## src/rtl/pc_control_unit.sv

```systemverilog
// Fetch/decode control: holds the PC, fetches over a busy handshake and decodes IR into regfile/ALU controls.
// Every instruction takes FETCH (>=1 cycle, stalls while INSTR_BUSY) then exactly one EXEC cycle.
module pc_control_unit #(
    parameter int                    PC_WIDTH       = 32,
    parameter logic [PC_WIDTH-1:0]   RESET_PC       = '0,
    parameter int                    REG_ADDR_WIDTH = 3,
    parameter int                    DATA_WIDTH     = 8
) (
    input  logic                      CLK,
    input  logic                      RESET,
    input  logic [31:0]               INSTRUCTION,
    input  logic                      INSTR_BUSY,
    input  logic                      ZERO,
    output logic [PC_WIDTH-1:0]       PC,
    output logic                      INSTR_READ,
    output logic [REG_ADDR_WIDTH-1:0] WRITEREG,
    output logic [REG_ADDR_WIDTH-1:0] READREG1,
    output logic [REG_ADDR_WIDTH-1:0] READREG2,
    output logic                      WRITE,
    output logic [2:0]                ALUOP,
    output logic [DATA_WIDTH-1:0]     IMMEDIATE,
    output logic                      IMM_SEL,
    output logic                      NEG_SEL,
    output logic                      ILLEGAL
);

    typedef enum logic {FETCH, EXEC} state_t;

    state_t        state;
    logic [31:0]   ir;
    logic [7:0]    opcode;
    logic [7:0]    offset;
    logic          taken;
    logic [PC_WIDTH-1:0] pc_next_seq;
    logic [PC_WIDTH-1:0] pc_target;

    assign opcode    = ir[31:24];
    assign offset    = ir[23:16];
    assign WRITEREG  = ir[16 +: REG_ADDR_WIDTH];
    assign READREG1  = ir[8 +: REG_ADDR_WIDTH];
    assign READREG2  = ir[0 +: REG_ADDR_WIDTH];
    assign IMMEDIATE = ir[0 +: DATA_WIDTH];

    assign INSTR_READ  = (state == FETCH) && !RESET;
    assign pc_next_seq = PC + PC_WIDTH'(4);
    // Word offset: sign-extend the byte field and scale by 4.
    assign pc_target   = pc_next_seq + {{(PC_WIDTH-10){offset[7]}}, offset, 2'b00};

    always_comb begin
        WRITE   = 1'b0;
        ALUOP   = 3'b000;
        IMM_SEL = 1'b0;
        NEG_SEL = 1'b0;
        ILLEGAL = 1'b0;
        taken   = 1'b0;
        if (state == EXEC && !RESET) begin
            case (opcode)
                8'h00: begin IMM_SEL = 1'b1; WRITE = 1'b1; end
                8'h01: WRITE = 1'b1;
                8'h02: begin ALUOP = 3'b001; WRITE = 1'b1; end
                8'h03: begin ALUOP = 3'b001; NEG_SEL = 1'b1; WRITE = 1'b1; end
                8'h04: begin ALUOP = 3'b010; WRITE = 1'b1; end
                8'h05: begin ALUOP = 3'b011; WRITE = 1'b1; end
                8'h06: taken = 1'b1;
                8'h07: begin ALUOP = 3'b001; NEG_SEL = 1'b1; taken = ZERO; end
                default: ILLEGAL = 1'b1;
            endcase
        end
    end

    always_ff @(posedge CLK) begin
        if (RESET) begin
            PC    <= RESET_PC;
            state <= FETCH;
            ir    <= '0;
        end else begin
            case (state)
                FETCH: begin
                    if (!INSTR_BUSY) begin
                        ir    <= INSTRUCTION;
                        state <= EXEC;
                    end
                end
                EXEC: begin
                    PC    <= taken ? pc_target : pc_next_seq;
                    state <= FETCH;
                end
                default: state <= FETCH;
            endcase
        end
    end

endmodule

```

## config.mk

```make
export PLATFORM = sky130hd
export DESIGN_NAME = pc_control_unit
export DESIGN_NICKNAME = d
export VERILOG_FILES = /design/src/rtl/pc_control_unit.sv
export SDC_FILE = /design/constraint.sdc
export NUM_CORES = 1
export LEC_CHECK = 0
export CORE_UTILIZATION = 30
export CTS_BUF_LIST = sky130_fd_sc_hd__clkbuf_16
export CTS_CLUSTER_SIZE = 14
export DETAILED_ROUTE_END_ITERATION = 10
export PLACE_DENSITY = 0.55
export SLEW_MARGIN = 25
export SYNTH_ARGS = -nofsm -noshare
export SYNTH_HDL_FRONTEND = slang
export SYNTH_SLANG_ARGS = --single-unit
```

## constraint.sdc

```tcl
create_clock -name CLK -period 4.6 [get_ports CLK]
set_input_delay 0.92 -clock CLK [delete_from_list [all_inputs] [get_ports CLK]]
set_output_delay 0.92 -clock CLK [all_outputs]
set_load 0.05 [all_outputs]
```

* Word level (Yosys, flattened, before mapping)
Index checks and enable logic that the tools add are counted.
Word-level totals: register bits after elaboration 65, word-level logic and storage cells 38, input bits 36, output and inout port bits 57
Operators by class: add/subtract/negate cells 2, reductions and logical operators 9, eq/ne operators 7, mux-type cells 15, bitwise operators 2
Operators by type and width (number):
- adder 32 x 3 -> 32 bit, second input constant | 1
- adder 32 bit | 1
- == test 8 x 3 -> 1 bit, second input constant | 4
- 2-to-1 mux 32 bit | 1
- == test 8 x 2 -> 1 bit, second input constant | 2
- 2-to-1 mux 1 bit | 10
- == test 8 x 1 -> 1 bit, second input constant | 1
- zero test 8 bit | 1
- OR reduction 8 bit | 1
- one-hot mux 2 bit (3 select lines) | 1
- OR reduction 6 bit | 1
- one-hot mux 1 bit (2 select lines) | 2
- OR reduction 3 bit | 1
- logical AND 1 bit | 2
- 2-to-1 mux 2 bit | 1
- NOT 1 bit | 2
- AND reduction 2 bit | 1
- OR reduction 2 bit | 1
- zero test 1 bit | 1

* Longest topological paths before layout
Gate-level depths: netlist of the first run.
depth in word-level cells 4, gate-level depth with buffers 18, mapped depth without buffers 17

* Least setup slack after synthesis of the first run
No wires, ideal clock.
kind register to register, from reg PC[4], to reg PC[30], path slack 0.499 ns, cell stages (with the launch flop) 18, data arrival time 3.972 ns, period minus slack after synthesis 4.101 ns, path buffers 1, library setup time 0.128 ns, data required time 4.472 ns, path through dfxtp_1 > and3_4 > nand3_4 > or2_1 > buf_6 > nor3_2 > and3_1 > xor2_1 > ha_1 > and3_1 > and2_1 > a31oi_1 > a31oi_1 > a221o_1 > a21oi_1 > o211ai_1 > xnor2_1 > mux2i_1
Between the ends: cells in the longest elaborated chain, start to end 3
Ends and longest elaborated chain:
- start: declaration | line 14 | output logic [PC_WIDTH-1:0] PC,
- start signal: assignment | line 85 | PC <= taken ? pc_target : pc_next_seq;
- adder 32 x 3 -> 32 bit (*) | line 45 | assign pc_next_seq = PC + PC_WIDTH'(4);
- adder 32 bit | line 47 | assign pc_target = pc_next_seq + {{(PC_WIDTH-10){offset[7]}}, offset, 2'b00};
- 2-to-1 mux 32 bit (*) | line 85
Mark *: on every way between the ends. The rest lies on a longest branch, timed or not. A chain may end at the register's enable or synchronous reset.

* Worst setup path in the final report of the first run
Ends and elaborated chain as after synthesis.

==> results of run 1 <==
==> cells in the final DEF, fill, tap and decap left out, types with 5 or more instances in the layout <==
cell type	n
nand3_1	23
nor2b_1	5
nor3b_1	7
nand2b_1	5
o21ai_0	31
nor2_1	35
a21oi_1	73
inv_1	9
dfxtp_1	58
o22ai_1	17
and3_1	12
clkdlybuf4s50_1	83
clkbuf_16	9
xnor2_1	29
a31oi_1	8
nand4_1	5
nor3_1	11
xor2_1	26
buf_4	10
ha_1	37
a22oi_1	7
a21o_1	16
nand2_1	94
==> area by class of cell <==
type / instances / share of cell area
Multi-Input combinational cell: 500 / 0.547
Tap cell: 184 / 0.0398
Clock inverter: 6 / 0.0102
Inverter: 9 / 0.00584
Clock buffer: 9 / 0.0389
Timing Repair Buffer: 94 / 0.158
Sequential cell: 58 / 0.201
==> cell families (layout without fill, tap and decap cells) <==
family          count (synthesis)  after routing  synth area share
fa+ha+maj                      38             38             0.105
simple gates                  220            220             0.233
xor+xnor                       55             55             0.105
flops                          58             58             0.252
mux                             3              3           0.00653
other cells                     1              3          0.000815
compound gates                181            181             0.234
buf+inv                        55            118            0.0634
==> flip-flops by register name, summed over array words and instances (netlist names) <==
signal,cells
PC,30
ir,27
state,1
==> cell usage after synthesis, types with 11 or more instances <==
cell / number
xor2_1: 26
and3_1: 12
buf_4: 20
clkbuf_1: 23
o21ai_0: 31
nand2_1: 94
nand3_1: 23
o22ai_1: 17
nor2_1: 35
ha_1: 37
a21oi_1: 74
dfxtp_1: 58
nor3_1: 11
xnor2_1: 29
a21o_1: 16
==> worst register-to-register path: stages, from the launching register on <==
cell and delay, ns:
dfxtp_1 0.44, and3_4 0.26, nand3_4 0.10, or2_1 0.30
nor3_2 0.27, and3_1 0.29, xor2_1 0.19, ha_1 0.33
a21oi_1 0.28, o21ai_0 0.13, a31oi_1 0.25, a31oi_1 0.18
a221o_1 0.39, a21oi_2 0.24, o211ai_1 0.16, xnor2_1 0.17
mux2i_1 0.09
==> power groups by stage <==
stage	clock, uW	sequential [uW]	combinational [uW]
2_1_floorplan	0	545	147
3_3_place_gp	0	542	213
3_5_place_dp	0	542	216
4_1_cts	683	532	216
5_1_grt	704	534	233
6_report	666	531	216
==> how the worst max path moves through the flow <==
stage	startpoint	end	slack (ns)	depth (start not counted)
after floorplan	PC[4]	PC[30]	0.50	17
after global placement	PC[4]	PC[26]	0.44	16
after detailed placement	PC[4]	PC[26]	0.33	16
after CTS	PC[4]	PC[26]	0.32	16
after global routing	PC[4]	PC[26]	0.03	16
final	PC[4]	PC[30]	0.44	16
==> per-stage QoR <==
| step | area, um^2 | hold WS, ns | setup WS (ns) | std cells | util |
|---|---|---|---|---|---|
| 2_1_floorplan | 4610 | 0.431 | 0.499 | 613 | - |
| 3_3_place_gp | 5500 | 0.442 | 0.439 | 845 | 0.372 |
| 3_5_place_dp | 5500 | 0.447 | 0.329 | 845 | 0.372 |
| 4_1_cts | 5780 | 0.454 | 0.319 | 860 | 0.392 |
| 5_1_grt | 5780 | 0.478 | 0.0280 | 860 | 0.392 |
| 6_report | 5780 | 0.451 | 0.440 | 860 | 0.392 |
==> routing by layer <==
metal / GRT usage / part of all wire / up-vias
li1: - / - / 2282
met5: 0 / 0 / -
met2: 0.300 / 0.46 / 139
met3: 0.0501 / 0.078 / 23
met1: 0.207 / 0.44 / 2113
met4: 0.0730 / 0.023 / 0
==> results.md, run 1 <==
* Critical path cell sequence: and3_4 -> nand3_4 -> or2_1 -> nor3_2 -> and3_1 -> xor2_1 -> ha_1 -> a21oi_1 -> o21ai_0 -> a31oi_1 -> a31oi_1 -> a221o_1 -> a21oi_2 -> o211ai_1 -> xnor2_1 -> mux2i_1
* Worst path max stage delay at 0.44 ns
* Largest cells by area after synthesis: dfxtp_1 (25%), ha_1 (10%), a21oi_1 (8.1%)
* RSZ-0062 raised after global routing: no
* Fmax at 0.240 GHz
* Comb pwr share at 0.153
* Initial Util at 0.312
* Reg2Reg Depth at 16
* Crit-path slowest cell: dfxtp_1
* CTS tree: yes
* Number of H-tree levels at 3
* Reg-to-reg critical path startpoint: PC[4]
* Buf/Inv on CP at 0
* CP startpoint kind: flop
* Largest net degree at the start of global routing at 51
* Sequential fraction of the synthesis area at 0.252
* Number of CTS-inserted buffers at 9
* Critical setup path kind: flop to flop
* Clock root cell: clkbuf_16
* Min-delay worst type: flop to flop
* I/O pin total at 93
* Number of synthesized register bits at 58
* Pwr per Cell Area at roughly 240 nW/um^2
* Gr usage total at 0.176
* WL final at 13.5 mm
* Fin crit period at 4.16 ns
* Hold_sp: ir[31]
* Post-synth cell types at 53
* Post-Syn Area at 4600 um^2
* Sequential standard cell area at 1160 um^2
* Area leader, netlist: dfxtp_1
* Sink Count at between 50 and 60
* Worst-Skew Late Latency at approximately 0.35 ns
* Fraction of registers with async set/reset at 0
* CP max FO at 7
* Syn_area_per_cell at ~7.5 um^2
* Overall power at 1410 uW
* RR Endpoint: PC[30]
* WL per Instance at 15.7 um
* Setup bufs post-CTS at 0
* Post-DP HPWL at 9.74 mm
* Routability cong. at 0.886
* Clk network pwr share at 0.471
* Final Hold Vio Count at 0
* Required @ worst endpoint at 4.82 ns
* Peak supply drop at 0.000193 V
* Worst Tran Pin Value at 0.890 ns
* Period utilisation layout at 0.904
* Share of cells above drive strength 1 at 0.0547
* Yosys top cell area share at 0.252
* Max Cap Viol at 0
* Slew HR at 0.404
* Max Buffers Root-to-Sink at 2
* Post-synth EDFFs at 0
* Total inserted antenna cells at 0
* PortBufs at 84
* Synthesis-to-finish area growth at 25.7%
* Worst R2R Setup Slack at 0.44 ns
* Row count at 44
* Top_reg_cell synth: dfxtp_1
* Hold Path Stages at 2
* Sw Share at 0.284
* Die area at between 15000 and 20000 um^2
* Antenna Nets Post-Route at 0
* Sequential share of power at 0.376
* Most used cell, CP: a31oi_1
* Avg Vias per Cell at 5.30
* Nets at ~750
* CTS Hold Bufs at 0
* Leakage power at 0.00234 uW
* DRT Pass-1 Iters at 4
* Critical path endpoint category: flop
* Die Span X at 126 um
* Synthesis Warnings at 0
* Die height at roughly 130 um
* TNS Setup at 0 ns
* Final setup fails at 0
* Post-Synthesis Cells at roughly 610
* Slew Viols, Final at 0
* Cell Int Power at between 1000 and 1500 uW
* Initial antenna violation count at 0
* Status: finished, final reports clean
* Starting DRC count in detailed routing at around 320
* Vias at 4557
* Sink of the worst hold path: ir[31]
* First-pass GRT wire length at 22.1 mm
* Worst path top cell family by delay: compound AO/OA/AOI/OAI gates
* # fillers at between 1500 and 2000
* Resized cells post-CTS at 0
* Vias in the first global route at 4495
* Clk slew on worst S/H paths at 0.05 ns
* Remaining DRCs at 0
* Worst EP arrival at roughly 4.4 ns
* Clock skew at 0.00859 ns
* Multi-input gate area at 3160 um^2
* Sw power at roughly 400 uW
* Area of the core at roughly 15000 um^2
* Overflow after GRT at 0
Note: power is estimated with default switching activity, not from simulation.
==> run 2: changes to the inputs <==
--- a/config.mk
+++ b/config.mk
@@ -5,8 +5,10 @@
 export SDC_FILE = /design/constraint.sdc
 export NUM_CORES = 1
 export LEC_CHECK = 0
+export CORE_MARGIN = 5
 export CORE_UTILIZATION = 30
-export CTS_BUF_LIST = sky130_fd_sc_hd__clkbuf_16
+export CTS_BUF_LIST = sky130_fd_sc_hd__clkbuf_2 sky130_fd_sc_hd__clkbuf_4 sky130_fd_sc_hd__clkbuf_8
+export CTS_CLUSTER_DIAMETER = 50
 export CTS_CLUSTER_SIZE = 14
 export DETAILED_ROUTE_END_ITERATION = 10
 export PLACE_DENSITY = 0.55
==> run 2 against run 1 <==
- first-iteration DRC count is 16% lower
- sequential share of layout area is 0.28 points higher
- count of clock-buffer cells in the layout is 1 higher
- hold slack better by 0.0031 ns
- combinational power hardly changed
- critical path type unchanged
==> results.md, run 2 (synthesis gave the netlist of run 1 again) <==
* Status: finished, final reports clean
* Pwr per Cell Area at 209 nW/um^2
* Vias in the first global route at between 4000 and 5000
* Post-Route M1 WL at 6.01 mm
* Die area at 17900 um^2
* Clk slew on worst S/H paths at 0.08 ns
* Share of cells above drive strength 1 at 0.0604
* Slew Viols, Final at 0
* Slew HR at 0.463
* I/O pin total at 93
* DRT Pass-1 Iters at 5
* TNS Setup at 0 ns
* CP startpoint kind: flop
* Critical path endpoint category: flop
* First-pass GRT wire length at 22.8 mm
* Commonest non-fill, non-tap cell in the layout: nand2_1
* WL met3 at 1.05 mm
* WL per Instance at 16.0 um
* Number of flip-flops under the largest register name at 30
* Remaining DRCs at 0
* Area of the core at 15100 um^2
* Clock skew at 0.0109 ns
* Total inserted antenna cells at 0
* Number of H-tree levels at 3
* Die height at 134 um
* Top routing layer used: met4
* Post-DP HPWL at 10.2 mm
* Required @ worst endpoint at 4.85 ns
* Min-delay worst type: flop to flop
* Top reg by flops: PC
* Period utilisation layout at 0.915
* PortBufs at 84
* Biggest regs: PC x30, ir x27, state x1
* Largest net degree at the start of global routing at 51
* Sink Count at 58
* Initial Util at 0.304
* Critical path cell sequence: and3_4 -> nand3_4 -> or2_1 -> nor3_2 -> and3_1 -> xor2_1 -> ha_1 -> a21oi_1 -> o21ai_0 -> a31oi_1 -> a31oi_1 -> a221o_1 -> a21oi_1 -> o211ai_1 -> xnor2_1 -> mux2i_1
* Leakage power at 0.00231 uW
* Antenna Nets Post-Route at 0
* Row count at 45
* Worst slack, placed at 0.426 ns
* Starting DRC count in detailed routing at 267
* CTS tree: yes
* Critical setup path kind: flop to flop
* Fmax at between 0.2 and 0.25 GHz
* Worst R2R Setup Slack at 0.39 ns
* CTS Hold Bufs at 0
* Initial antenna violation count at 0
* Final setup margin at 0.391 ns
* WL final at 13.9 mm
* Final Hold Vio Count at 0
* Most frequent cells in the layout: nand2_1 (94), clkdlybuf4s50_1 (83), a21oi_1 (74), dfxtp_1 (58), ha_1 (37)
* Fin crit period at 4.21 ns
* Worst Tran Pin Value at between 0.8 and 0.9 ns
* Vias at 4543
* Peak supply drop at 0.000153 V
* Setup bufs post-CTS at 0
* Clock root cell: clkbuf_8
* Worst EP arrival at 4.46 ns
* Max Cap Viol at 0
* Nets at 748
* Synthesis-to-finish area growth at 24.0%
* RSZ-0062 raised after global routing: no
* Number of CTS-inserted buffers at 9
* Die Span X at 134 um
* Avg Vias per Cell at 5.24
* Overflow after GRT at 0
* Met2 WL at between 6 and 7 mm
* Routability cong. at 0.923
* CP max FO at 7
* Max Buffers Root-to-Sink at 2
* Worst path max stage delay at 0.47 ns
* Worst-Skew Late Latency at 0.36 ns
* Final setup fails at 0
* Gr usage total at 0.157
* Crit-path slowest cell: dfxtp_1
* Resized cells post-CTS at 0
[run 2: stage by stage]
| stage | hold slack (ns) | util | instance area, um^2 | power (uW) | cells |
|---|---|---|---|---|---|
| final | 0.454 | 0.377 | 5700 | 1190 | 867 |
| after global routing | 0.484 | 0.377 | 5700 | 1250 | 867 |
| after CTS | 0.455 | 0.376 | 5700 | 1210 | 867 |
| after detailed placement | 0.444 | 0.364 | 5520 | 757 | 851 |
| after global placement | 0.443 | 0.364 | 5520 | 754 | 851 |
| after floorplan | 0.431 | - | 4610 | 692 | 613 |
[run 2: power breakdown]
group          leakage, uW  switching [uW]  internal (uW)
Clock            0.0000882             235            209
Sequential        0.000472            13.8            517
Combinational      0.00175             133           81.6
Total              0.00231             382            808
[run 2: area by class of cell]
type | instances | area, um^2
clock buffers | 10 | 138
clock inverters | 6 | 42.5
fillers | 1579 | 9440
inverters | 9 | 33.8
multi-input cells | 500 | 3170
flip-flops and latches | 58 | 1160
well taps | 188 | 235
repair buffers | 96 | 926
[run 2: critical path, delay by kind of cell, from the launching register on]
family,cells,cell delay [ns]
AOI/OAI and AO/OA,7,1.72
and+or+nand+nor,5,1.13
DFF,1,0.47
xor gates and xnor gates,2,0.36
adders and majority gates,1,0.34
muxes,1,0.08
[run 2: final timing paths]
kind                             from  endpoint  cells after the start
worst min-delay path            ir[4]     ir[4]                      2
worst max-delay path            PC[4]    PC[30]                     16
worst min register to register  ir[4]     ir[4]                      2
worst max register to register  PC[4]    PC[30]                     16
[run 2: layer usage]
layer,global-route usage,vias to the layer above
li1,-,2286
met1,0.188,2081
met2,0.260,146
met3,0.0555,30
met4,0.0526,0
met5,0,-
==> run 3: changes to the inputs <==
--- a/config.mk
+++ b/config.mk
@@ -16,3 +16,4 @@
 export SYNTH_ARGS = -nofsm -noshare
 export SYNTH_HDL_FRONTEND = slang
 export SYNTH_SLANG_ARGS = --single-unit
+export TNS_END_PERCENT = 100
==> results of run 3 <==
Same layout as run 2: the final DEF is identical, and so are final timing and power.
